<file path="config.mk">
export PLATFORM = sky130hd
export DESIGN_NAME = mem_bus_arbiter
export DESIGN_NICKNAME = d
export VERILOG_FILES = /design/src/rtl/mem_bus_arbiter.sv
export SDC_FILE = /design/constraint.sdc
export NUM_CORES = 1
export LEC_CHECK = 0
export CAP_MARGIN = 20
export CORE_ASPECT_RATIO = 0.6
export CORE_MARGIN = 2
export CORE_UTILIZATION = 26
export DETAILED_ROUTE_END_ITERATION = 12
export PLACE_DENSITY = 0.58
export SLEW_MARGIN = 10
export SYNTH_ARGS = -nofsm -noshare
export SYNTH_HDL_FRONTEND = slang
export SYNTH_SLANG_ARGS = --single-unit
</file>
<file path="constraint.sdc">
create_clock -name clk -period 9.2 [get_ports clk]
set_input_delay 1.38 -clock clk [delete_from_list [all_inputs] [get_ports clk]]
set_output_delay 1.38 -clock clk [all_outputs]
set_load 0.01 [all_outputs]
</file>
<file path="src/rtl/mem_bus_arbiter.sv">
// mem_bus_arbiter: shares one classic single-beat Wishbone bus between the
// instruction-fetch port and the load/store port. Data port has fixed priority.
// One bus cycle is in flight at a time; each port gets a one-cycle done pulse.
//
// Port handshake: a port holds req_i high (with stable fields) until it sees
// done_o for one cycle; done_o with err_o = 1 means the bus timed out. busy_o
// is req_i & ~done_o and feeds the pipeline stall logic. A fetch whose request
// drops mid-cycle is flushed: the bus cycle finishes but no done is reported.
module mem_bus_arbiter #(
    parameter int ADDR_WIDTH = 32,
    parameter int DATA_WIDTH = 32,
    parameter int TIMEOUT    = 255
) (
    input  logic                    clk,
    input  logic                    reset,
    // instruction-fetch port
    input  logic                    if_req_i,
    input  logic [ADDR_WIDTH-1:0]   if_addr_i,
    output logic [DATA_WIDTH-1:0]   if_rdata_o,
    output logic                    if_done_o,
    output logic                    if_err_o,
    output logic                    if_busy_o,
    // data-memory port
    input  logic                    mem_req_i,
    input  logic                    mem_we_i,
    input  logic [ADDR_WIDTH-1:0]   mem_addr_i,
    input  logic [DATA_WIDTH-1:0]   mem_wdata_i,
    input  logic [DATA_WIDTH/8-1:0] mem_sel_i,
    output logic [DATA_WIDTH-1:0]   mem_rdata_o,
    output logic                    mem_done_o,
    output logic                    mem_err_o,
    output logic                    mem_busy_o,
    // Wishbone master
    output logic                    wb_cyc_o,
    output logic                    wb_stb_o,
    output logic                    wb_we_o,
    output logic [ADDR_WIDTH-1:0]   wb_adr_o,
    output logic [DATA_WIDTH-1:0]   wb_dat_o,
    output logic [DATA_WIDTH/8-1:0] wb_sel_o,
    input  logic                    wb_ack_i,
    input  logic [DATA_WIDTH-1:0]   wb_dat_i,
    // debug: current arbiter state
    output logic [1:0]              dbg_state_o
);

    localparam int SEL_WIDTH = DATA_WIDTH / 8;
    localparam int CNT_WIDTH = (TIMEOUT > 1) ? $clog2(TIMEOUT) : 1;
    localparam logic [CNT_WIDTH-1:0] CNT_LAST = CNT_WIDTH'(TIMEOUT - 1);

    localparam logic [1:0] IDLE    = 2'd0;
    localparam logic [1:0] IF_BUS  = 2'd1;
    localparam logic [1:0] MEM_BUS = 2'd2;

    logic [1:0]            state_q,     state_d;
    logic                  wb_we_q,     wb_we_d;
    logic [ADDR_WIDTH-1:0] wb_adr_q,    wb_adr_d;
    logic [DATA_WIDTH-1:0] wb_dat_q,    wb_dat_d;
    logic [SEL_WIDTH-1:0]  wb_sel_q,    wb_sel_d;
    logic [DATA_WIDTH-1:0] if_rdata_q,  if_rdata_d;
    logic [DATA_WIDTH-1:0] mem_rdata_q, mem_rdata_d;
    logic                  if_done_q,   if_done_d;
    logic                  if_err_q,    if_err_d;
    logic                  mem_done_q,  mem_done_d;
    logic                  mem_err_q,   mem_err_d;
    logic [CNT_WIDTH-1:0]  cnt_q,       cnt_d;
    logic                  discard_q,   discard_d;

    // A fetch is flushed if its request was ever low during this bus cycle,
    // including the current cycle.
    logic if_flush;
    assign if_flush = discard_q | ~if_req_i;

    // Next-state logic: grant in IDLE, then wait for ack or timeout.
    always_comb begin
        state_d     = state_q;
        wb_we_d     = wb_we_q;
        wb_adr_d    = wb_adr_q;
        wb_dat_d    = wb_dat_q;
        wb_sel_d    = wb_sel_q;
        if_rdata_d  = if_rdata_q;
        mem_rdata_d = mem_rdata_q;
        if_done_d   = 1'b0;
        if_err_d    = 1'b0;
        mem_done_d  = 1'b0;
        mem_err_d   = 1'b0;
        cnt_d       = cnt_q;
        discard_d   = discard_q;
        case (state_q)
            IDLE: begin
                // A port whose done pulse is high this cycle has not yet
                // had a chance to drop its request, so it is not eligible.
                if (mem_req_i && !mem_done_q) begin
                    state_d   = MEM_BUS;
                    wb_we_d   = mem_we_i;
                    wb_adr_d  = mem_addr_i;
                    wb_dat_d  = mem_wdata_i;
                    wb_sel_d  = mem_sel_i;
                    cnt_d     = '0;
                    discard_d = 1'b0;
                end else if (if_req_i && !if_done_q) begin
                    state_d   = IF_BUS;
                    wb_we_d   = 1'b0;
                    wb_adr_d  = if_addr_i;
                    wb_dat_d  = '0;
                    wb_sel_d  = '1;
                    cnt_d     = '0;
                    discard_d = 1'b0;
                end
            end
            IF_BUS: begin
                discard_d = if_flush;
                if (wb_ack_i) begin
                    state_d = IDLE;
                    if (!if_flush) begin
                        if_rdata_d = wb_dat_i;
                        if_done_d  = 1'b1;
                    end
                end else if (cnt_q == CNT_LAST) begin
                    state_d = IDLE;
                    if (!if_flush) begin
                        if_done_d = 1'b1;
                        if_err_d  = 1'b1;
                    end
                end else begin
                    cnt_d = cnt_q + CNT_WIDTH'(1);
                end
            end
            MEM_BUS: begin
                if (wb_ack_i) begin
                    state_d    = IDLE;
                    mem_done_d = 1'b1;
                    if (!wb_we_q) begin
                        mem_rdata_d = wb_dat_i;
                    end
                end else if (cnt_q == CNT_LAST) begin
                    state_d    = IDLE;
                    mem_done_d = 1'b1;
                    mem_err_d  = 1'b1;
                end else begin
                    cnt_d = cnt_q + CNT_WIDTH'(1);
                end
            end
            default: begin
                state_d = IDLE;
            end
        endcase
    end

    // State and output registers; async reset aborts any bus cycle silently.
    always_ff @(posedge clk or posedge reset) begin
        if (reset) begin
            state_q     <= IDLE;
            wb_we_q     <= 1'b0;
            wb_adr_q    <= '0;
            wb_dat_q    <= '0;
            wb_sel_q    <= '0;
            if_rdata_q  <= '0;
            mem_rdata_q <= '0;
            if_done_q   <= 1'b0;
            if_err_q    <= 1'b0;
            mem_done_q  <= 1'b0;
            mem_err_q   <= 1'b0;
            cnt_q       <= '0;
            discard_q   <= 1'b0;
        end else begin
            state_q     <= state_d;
            wb_we_q     <= wb_we_d;
            wb_adr_q    <= wb_adr_d;
            wb_dat_q    <= wb_dat_d;
            wb_sel_q    <= wb_sel_d;
            if_rdata_q  <= if_rdata_d;
            mem_rdata_q <= mem_rdata_d;
            if_done_q   <= if_done_d;
            if_err_q    <= if_err_d;
            mem_done_q  <= mem_done_d;
            mem_err_q   <= mem_err_d;
            cnt_q       <= cnt_d;
            discard_q   <= discard_d;
        end
    end

    assign wb_cyc_o    = (state_q != IDLE);
    assign wb_stb_o    = (state_q != IDLE);
    assign wb_we_o     = wb_we_q;
    assign wb_adr_o    = wb_adr_q;
    assign wb_dat_o    = wb_dat_q;
    assign wb_sel_o    = wb_sel_q;
    assign if_rdata_o  = if_rdata_q;
    assign if_done_o   = if_done_q;
    assign if_err_o    = if_err_q;
    assign if_busy_o   = if_req_i & ~if_done_q;
    assign mem_rdata_o = mem_rdata_q;
    assign mem_done_o  = mem_done_q;
    assign mem_err_o   = mem_err_q;
    assign mem_busy_o  = mem_req_i & ~mem_done_q;
    assign dbg_state_o = state_q;

endmodule

</file>
==> results_dict.tcl <==
set metrics [dict create \
    post-route-min-period_ps 4570 \
    die_w_um 202 \
    drt_iter0_markers 190 \
    num_vias 4626 \
    routed-wl-met2_mm 7.32 \
    grt_max_degree 85 \
    cts_setup_buffers 0 \
    hold_viol_final 0 \
    grt_pass1_wl_mm 27.3 \
    clock_latency_ps 420 \
    syn-num-nets 602 \
    grt_antenna_before_repair 0 \
    period_share_pct 49.7 \
    rsz0062_at_grt "no" \
    drv_cap 0 \
    routed_wl_mm 17.6 \
    synth_ff_type "dfrtp_1" \
    regArea_um2 3700 \
    crit_fanout 37 \
    diodes 0 \
    dr.pass1.iters 4 \
    vias_per_cell 4.36 \
    synth_cells 459 \
    cts_root_buffer "clkbuf_16" \
    antenna_left 0 \
    num_io_pins 281 \
    fin_ws_ps 4630 \
    finalSetupViolCount 0 \
    clk_pin_slew_ps 60 \
    drive_gt1_share_pct 14.6 \
    setup_tns_ps 0 \
    nFillCells 2220 \
    layout_common_cells "clkdlybuf4s50_1 (280), dfrtp_1 (148), mux2_2 (64), nand2_1 (44), a22o_1 (34)" \
    dp_hpwl_mm 12.7 \
    ctsHtreeMaxLevel 4 \
    cts-resized-gates 0 \
    ys_types 46 \
    crit_family "buffers and inverters" \
    max_freq_ghz 0.219 \
    powerDensity_nw_per_um2 328 \
    die_area_um2 24700 \
    required_ps 7820 \
    startpoint_type "primary input" \
    clockBufferDepth 2 \
    async_flop_share_pct 100 \
    track_usage_pct 14.4 \
    yosysSeqAreaShare_pct 60.8 \
    nNetsFinal 877 \
    wl_met1_mm 8.52 \
    vdd_drop_max_uv 132 \
    synth_edf_count 0 \
    pre_cts_slack_ps 4610 \
    skew_ps 8.82 \
    grt_pass1_vias 4700 \
    top_layer "met4" \
    cts_buffers 17 \
    initial_core_util_pct 26.4 \
    portBuffers 280 \
    synth_warnings 0 \
    post-route-drc-count 0 \
    netlist_area_um2 6090 \
    dr_wl_met3_mm 1.56 \
    syn_area_per_cell_um2 13.3 \
    slew_violations 0 \
    cp_slowest_cell "clkdlybuf4s50_1" \
    die_y_um 123 \
    critPathBufInv 3 \
    end_kind "output pin" \
    cts_tree "done" \
    clock-sinks 148 \
    worstMarginPinSlew_ps 907 \
    relSlewSlack_pct 39.4 \
    leakagePower_nw 4.10 \
    status "completed" \
    crit_path_frequent_cell "clkdlybuf4s50_1" \
    std_cell_rows 43 \
    ys_ff_latch 148 \
    holdCritPathClass "reg -> reg" \
    multi_input_area_um2 2190 \
    core_area_um2 23000 \
    grt-ovfl-total 0 \
    mostFrequentLayoutCell "clkdlybuf4s50_1" \
    arrival_ps 3190 \
    area_delta_synth_final_pct 59.2 \
    ctsHoldBuffers 0 \
    max_stage_delay_ps 650 \
    detail_route.wl_per_cell_um 16.6 \
    place_congestion 0.747 \
    cp_cell_sequence "clkdlybuf4s50_1 -> nand2b_1 -> inv_4 -> clkdlybuf4s50_1" \
    crit_type "in -> out" \
]
-- area by class of cell --
cell class	count	share of cell area, %
Sequential cell	148	38.2
Timing Repair Buffer	284	29.2
Multi-Input combinational cell	274	22.6
Clock buffer	19	4.57
Tap cell	315	4.07
Clock inverter	13	0.891
Inverter	9	0.426
-- kinds of logic after synthesis --
family	after synthesis	share of synthesized area (%)
multiplexers	97	17.3
buffers and inverters	37	3.23
flip-flops	148	60.8
adder cells (fa/ha/maj)	5	1.03
AO/OA/AOI/OAI	93	11.2
AND/OR/NAND/NOR	79	6.45
-- path summary, 6_finish.rpt --
path | cells after the start | slack, ps | startpoint | end
min reg2reg | 2 | 480 | wb_adr_o[7] | wb_adr_o[7]
max reg2reg | 5 | 6490 | mem_done_o | wb_adr_o[20]
min in group asynchronous | 2 | 1470 | reset | mem_rdata_o[7]
min | 2 | 480 | wb_adr_o[7] | wb_adr_o[7]
max in group asynchronous | 3 | 6330 | reset | wb_adr_o[26]
max | 4 | 4630 | mem_req_i | mem_busy_o
-- registers in the layout, summed over array words and instances, names as in the netlist --
signal       flops
cnt_q            8
dbg_state_o      2
discard_q        1
if_done_o        1
if_err_o         1
if_rdata_o      32
mem_done_o       1
mem_err_o        1
mem_rdata_o     32
wb_adr_o        32
wb_dat_o        32
wb_sel_o         4
wb_we_o          1
-- synth_stat cells, drive strengths merged, types with 2 or more instances --
library cell / number / area, um2
nand3: 5 / 25.0
o21ai: 36 / 191
nand4: 2 / 18.8
and3: 2 / 12.5
inv: 9 / 36.3
mux2i: 33 / 330
o311ai: 2 / 25.0
clkbuf: 4 / 18.8
o31ai: 2 / 15.0
mux2: 64 / 721
buf: 24 / 141
ha: 5 / 62.6
nor4: 3 / 18.8
nand4b: 5 / 43.8
nor2: 8 / 32.5
nand2b: 2 / 12.5
nand2: 44 / 165
o22a: 4 / 35.0
dfrtp: 148 / 3700
a22o: 34 / 298
nand3b: 2 / 15.0
a21oi: 4 / 20.0
o211ai: 3 / 22.5
-- layer usage --
layer / vias to the layer above / GRT usage, %
met5: - / 0
met4: 0 / 5.10
met3: 14 / 5.95
met2: 191 / 20.6
met1: 2206 / 19.6
li1: 2215 / -
-- power by group --
part | internal, mW | switching, mW | total (mW)
clock | 0.350 | 0.278 | 0.627
combinational | 0.818 | 0.614 | 1.43
sequential | 0.954 | 0.163 | 1.12
total | 2.12 | 1.05 | 3.18
-- metrics by stage --
| step | utilization [%] | total power, mW | instance area, um2 | cells | hold slack [ps] |
|---|---|---|---|---|---|
| 3_3_place_gp | 39.8 | 2.57 | 9170 | 1030 | 463 |
| 6_report | 42.1 | 3.18 | 9690 | 1062 | 478 |
| 4_1_cts | 42.1 | 3.23 | 9690 | 1062 | 483 |
| 2_1_floorplan | - | 1.76 | 6090 | 459 | 501 |
| 3_5_place_dp | 39.8 | 2.57 | 9170 | 1030 | 469 |
| 5_1_grt | 42.1 | 3.38 | 9690 | 1062 | 504 |
-- worst reg2reg max path, stage by stage (launching register included) --
cell      delay [ps]
dfrtp_1          340
nand2b_1         290
inv_4            290
o21ai_4          760
buf_4            630
o21ai_0          240
No activity file was read; power rests on OpenSTA's default activity.
